**config.mk**
```make
export PLATFORM = sky130hd
export DESIGN_NAME = sub1_serial
export DESIGN_NICKNAME = d
export VERILOG_FILES = /design/src/rtl/sub1_serial.sv
export SDC_FILE = /design/constraint.sdc
export NUM_CORES = 1
export LEC_CHECK = 0
export CAP_MARGIN = 40
export CORE_ASPECT_RATIO = 1.4
export CORE_MARGIN = 10
export CORE_UTILIZATION = 58
export CTS_BUF_LIST = sky130_fd_sc_hd__clkbuf_4 sky130_fd_sc_hd__clkbuf_8
export DETAILED_ROUTE_END_ITERATION = 6
export PLACE_DENSITY = 0.93
export SLEW_MARGIN = 20
export SYNTH_ARGS = -nofsm -noshare
export SYNTH_HDL_FRONTEND = slang
export SYNTH_SLANG_ARGS = --single-unit
```
**constraint.sdc**
```tcl
create_clock -name clk -period 1.8 [get_ports clk]
set_input_delay 0.36 -clock clk [delete_from_list [all_inputs] [get_ports clk]]
set_output_delay 0.36 -clock clk [all_outputs]
set_load 0.1 [all_outputs]
```
**src/rtl/sub1_serial.sv**
```systemverilog
// sub1_serial: bit-serial 8-bit subtractor (r1 - r2), LSB first, one bit per clock.
// Produces an unsigned borrow-out and, optionally, a signed overflow flag.
// Optional feature macro: SUB1_SERIAL_SIGNED_OVF_EN.
//   Defined   - ovf is registered at completion from the retained operand MSBs.
//   Undefined - ovf is tied to 0 and the operand-MSB registers are not built.
module sub1_serial (
    input  logic       clk,
    input  logic       reset,
    input  logic       start,
    input  logic [7:0] r1,
    input  logic [7:0] r2,
    output logic [7:0] diff,
    output logic       borrow,
    output logic       ovf,
    output logic       busy,
    output logic       done
);

    localparam int unsigned W  = 8;
    localparam int unsigned CW = 3;

    typedef enum logic {
        IDLE = 1'b0,
        RUN  = 1'b1
    } state_t;

    state_t         state;
    state_t         state_n;
    logic [W-1:0]   a;
    logic [W-1:0]   b;
    logic [W-1:0]   res;
    logic           br;
    logic [CW-1:0]  cnt;

    logic           load_c;
    logic           step_c;
    logic           last_c;
    logic           d_c;
    logic           br_n_c;

    // One full-subtractor bit slice on the current LSBs.
    assign d_c    = a[0] ^ b[0] ^ br;
    assign br_n_c = (~a[0] & b[0]) | (~(a[0] ^ b[0]) & br);

    // State register.
    always_ff @(posedge clk) begin
        if (reset) begin
            state <= IDLE;
        end else begin
            state <= state_n;
        end
    end

    // Next-state and datapath control decode.
    always_comb begin
        state_n = state;
        load_c  = 1'b0;
        step_c  = 1'b0;
        last_c  = 1'b0;
        case (state)
            IDLE: begin
                if (start) begin
                    load_c  = 1'b1;
                    state_n = RUN;
                end
            end
            RUN: begin
                step_c = 1'b1;
                if (cnt == CW'(W - 1)) begin
                    last_c  = 1'b1;
                    state_n = IDLE;
                end
            end
            default: begin
                state_n = IDLE;
            end
        endcase
    end

    // Operand shift registers, result accumulation and registered outputs.
    always_ff @(posedge clk) begin
        if (reset) begin
            a      <= '0;
            b      <= '0;
            res    <= '0;
            br     <= 1'b0;
            cnt    <= '0;
            diff   <= '0;
            borrow <= 1'b0;
            busy   <= 1'b0;
            done   <= 1'b0;
        end else begin
            done <= 1'b0;
            if (load_c) begin
                a    <= r1;
                b    <= r2;
                br   <= 1'b0;
                cnt  <= '0;
                busy <= 1'b1;
            end else if (step_c) begin
                a   <= {1'b0, a[W-1:1]};
                b   <= {1'b0, b[W-1:1]};
                res <= {d_c, res[W-1:1]};
                br  <= br_n_c;
                cnt <= cnt + CW'(1);
                if (last_c) begin
                    diff   <= {d_c, res[W-1:1]};
                    borrow <= br_n_c;
                    done   <= 1'b1;
                    busy   <= 1'b0;
                end
            end
        end
    end

`ifdef SUB1_SERIAL_SIGNED_OVF_EN
    logic a_msb;
    logic b_msb;

    // Signed overflow: operand signs differ and the result sign differs from the minuend.
    always_ff @(posedge clk) begin
        if (reset) begin
            a_msb <= 1'b0;
            b_msb <= 1'b0;
            ovf   <= 1'b0;
        end else begin
            if (load_c) begin
                a_msb <= r1[W-1];
                b_msb <= r2[W-1];
            end
            if (last_c) begin
                ovf <= (a_msb != b_msb) && (d_c != a_msb);
            end
        end
    end
`else
    assign ovf = 1'b0;
`endif

endmodule

```
# Word-level counts from Yosys, hierarchy flattened
# Index checks and enable logic that the tools add are counted.
[word_totals] regBits=40 in_bits=19
[op_classes] n_addsub=1 n_eq_ne=1 n_mux=15 n_bitwise=10 reduce_logical=7
[op_table] operator="8-bit two-way mux" n=4
[op_table] operator="1-bit two-way mux" n=10
[op_table] operator="1-bit inverter" n=5
[op_table] operator="2-bit AND reduction" n=2
[op_table] operator="2-bit nonzero test" n=2
[op_table] operator="3-bit by 1-bit adder with 3-bit output, second input constant" n=1
[op_table] operator="3-bit equality test, second input constant" n=1
[op_table] operator="3-bit AND reduction" n=1
[op_table] operator="3-bit OR reduction" n=1
[op_table] operator="1-bit AND" n=2
[op_table] operator="1-bit case mux with 2 select lines" n=1
[op_table] operator="2-bit OR reduction" n=1
[op_table] operator="1-bit XOR" n=2
[op_table] operator="1-bit bitwise OR" n=1

# Depth between registers and ports, before layout
# Gate-level depths: netlist (run 1).
[depth] ltp_word=6 mapped_depth=5 ltp_nobuf=4

# Worst setup path before layout (run 1)
# Ideal clock, no wire load.
[synth_timing] path_type="register to register" from="reg diff[3] (netlist name)" to="reg diff[3]" setup_ns=0.072 arrival_time_ns=1.329 required_time_ns=1.728 setup_slack_ns=0.399 stages_incl_launch_ff=3 period_less_slack_ns=1.401 cell_sequence="dfxtp_1 > a21bo_2 > a21oi_1"
[synth_rtl] element="end signal: assignment" line_no="107" text="diff <= {d_c, res[W-1:1]};"
[synth_rtl] element="end: declaration" line_no="12" text="output logic [7:0] diff,"

# Worst setup path in the final report (run 1)
[layout_timing] from="reg state" to="reg a[3]"
[layout_via] elab_chain_len=2 word_cells_on_any_way=4
[layout_rtl] element="start: declaration" line_no="27" text="state_t state;"
[layout_rtl] element="start signal: assignment" line_no="50" text="state <= state_n;"
[layout_rtl] element="1-bit two-way mux" line_no="60" text="case (state)"
[layout_rtl] element="8-bit two-way mux / 2-bit nonzero test (equally long branches)"
[layout_rtl] element="end signal: assignment" line_no="95" text="a <= r1;"
[layout_rtl] element="end signal: assignment" line_no="101" text="a <= {1'b0, a[W-1:1]};"
[layout_rtl] element="end: declaration" line_no="29" text="logic [W-1:0] a;"
# Several ways; a longest one is shown, not always the timed one.
# A chain may end at the register's enable or synchronous reset.

==> impl_metrics.toml, run 1 <==
[setup_path]
startpoint_type = "flip-flop"
cp_cell_sequence = "buf_4, inv_1, a211oi_1"
endpoint_kind = "flip-flop"
critPathMaxFanout = 17
arrival_ns = 1.80
crit_path_max_incr_delay_ns = 0.65
critical_path_class = "reg -> reg"
timing.rr.start = "state"
required_ns = 2.01
ff2ff_setup_slack_ns = 0.21
cp-endpoint = "a[3]"
slowest_stage = "dfxtp_1"
critPathLaunch = "state"
rr_worst_depth = 3
rr_endpoint = "a[3]"

[clock_tree]
cts_tree = "built"
clk_latency_ns = 0.30
path_clk_slew_ns = 0.07
cts_setup_buffers = 0
clockBufferDepth = 2
clockRootBuffer = "clkbuf_8"
cts-buffers-inserted = 5
h-tree-depth = 2
cts-resized-gates = 0
ctsHoldBuffers = 0
cts_sinks = 39

[floorplan]
die_h_um = 84.3
core_area_mm2 = 0.00285
row_count = 23
die_x_um = 65.9
die-area_mm2 = 0.00556
start_util_pct = 60.2
ioPinCount = 31

[finish]
final_common_cell = "dfxtp_1"
num-fill-cells = 176
fin_nets = 217
most-common-layout-cells = "39 x dfxtp_1, 23 x mux2i_1, 18 x clkdlybuf4s50_1"
n_antenna_cell = 0
area_growth_pct = 29.9
drive_gt1_share_pct = 19.4

[worst_hold_path]
hp-class = "reg -> reg"
hold_start = "res[1]"

[route]
num_vias = 1274
drc = 0
first_pass_iters = 4
drt_iter0_markers = 41
wl_per_cell_um = 16.6
viasPerCell = 5.47
routed_wl_um = 3870
final_antenna_net_count = 0

[global_routing]
track_usage_pct = 15.1
grt_overflow = 0
grt_max_degree = 23
antenna_found_initial = 0
grt_pass1_vias = 1373
grt_pass1_wl_um = 6570

[synthesis]
yosys_register_bits = 39
netlist_top_cells_area = "dfxtp_1 46%, mux2i_1 13%, nor2b_1 5.1%"
synth_top_area_share_pct = 45.5
synth.net_count = 190
syn_inst = 168
syn_area_mm2 = 0.00171
yosysWarnings = 0
ys_types = 24
avgSynthCellArea_um2 = 10.2
yosys.area.top_type = "dfxtp_1"
ys_seq_area_share_pct = 45.5

[sta]
relSlewSlack_pct = 64.9
setup_viol = 0
tightest_slew_ns = 0.526
finalMaxSlewViolations = 0
tns_ns = 0
fin_crit_ns = 1.59
maxClockFrequency_ghz = 0.627
rsz0062_at_grt = "false"
hold_violations = 0
min_period_over_period_pct = 88.5
fin_skew_ns = 0.00875

[power_and_ir_drop]
total_power_mw = 1.85
p_leak_nw = 0.877
powerDensity_mw_per_mm2 = 832
ir_drop_uv = 814

[flow_run]
drv_cap = 0

[placement]
hpwl_um = 2780
port_buffers = 29
gp_congestion = 0.735

[outcome]
run_status = "finished, final reports clean"
power by group:
part	total [mW]	internal [mW]	switching, mW
clock network	0.656	0.364	0.291
logic	0.256	0.125	0.132
registers	0.941	0.906	0.0354
total	1.85	1.40	0.458
final cells by class:
cell class / instances / area, um^2 / share of cell area [%]
multi-input cells: 110 / 820 / 36.8
repair buffers: 36 / 465 / 20.9
inverters: 3 / 11.3 / 0.506
well taps: 37 / 46.3 / 2.08
clock buffers: 8 / 104 / 4.66
flip-flops and latches: 39 / 781 / 35.1
routing by layer:
layer / vias up / GRT usage (%) / wire length [um]
li1: 634 / - / -
met1: 604 / 15.8 / 1500
met2: 27 / 25.6 / 2080
met3: 9 / 4.79 / 193
met4: 0 / 8.60 / 92
met5: - / 0 / 0
sequential cells by signal, indices dropped and copies added, names as in the netlist:
signal  count
busy        1
br          1
b           8
borrow      1
diff        8
state       1
cnt         3
a           8
res         7
done        1
cell families (layout without fill, tap and decap cells):
kind of cell	Yosys count	count (layout)	share of synthesized area, %
other	1	1	0.219
and+or+nand+nor	44	44	14.3
DFF	39	39	45.5
buffers and inverters	19	47	6.64
muxes	23	23	13.4
adders and majority gates	3	3	2.63
AOI/OAI and AO/OA	39	39	17.2
worst min path at each step:
stage,end,cells past startpoint
after floorplan,diff[3],2
after global placement,diff[0],2
after detailed placement,diff[0],2
after CTS,diff[0],2
after global routing,diff[1],2
final,diff[0],2
worst max-delay path: cells and delay by family, from the launching register on:
family                 cells  cell delay, ns
buffers and inverters      2            0.54
flip-flops                 1            0.65
AO/OA/AOI/OAI              1            0.30
per-stage QoR:
step	setup WS (ns)	cells	utilization [%]	cell area [um^2]	hold WS [ns]
after floorplan	0.399	168	-	1710	0.455
after global placement	0.163	225	74.5	2120	0.469
after detailed placement	0.111	225	74.5	2120	0.483
after CTS	0.221	233	78.2	2230	0.495
after global routing	0.0287	233	78.2	2230	0.528
final	0.206	233	78.2	2230	0.489
cell usage after synthesis (all sizes together):
cell	number
mux2i	23
conb	1
buf	12
nor2b	14
or3b	4
a311oi	1
a21bo	8
ha	2
clkbuf	4
inv	3
a21oi	15
nor3	2
fa	1
nand2b	5
a211oi	14
nand2	3
nand3	8
o21bai	1
dfxtp	39
nor2	8
Note: power is estimated with default switching activity, not from simulation.
==> run 2, diff against run 1 <==
- CTS_CLUSTER_DIAMETER: default -> 120
==> results of run 2 <==
Final layout, timing and power as in run 1 (identical DEF).
==> run 3, diff against run 2 <==
- CTS_CLUSTER_DIAMETER: 120 -> default
- SKIP_LAST_GASP: default -> 1
==> results of run 3 <==
Final layout, timing and power as in run 1 (identical DEF).
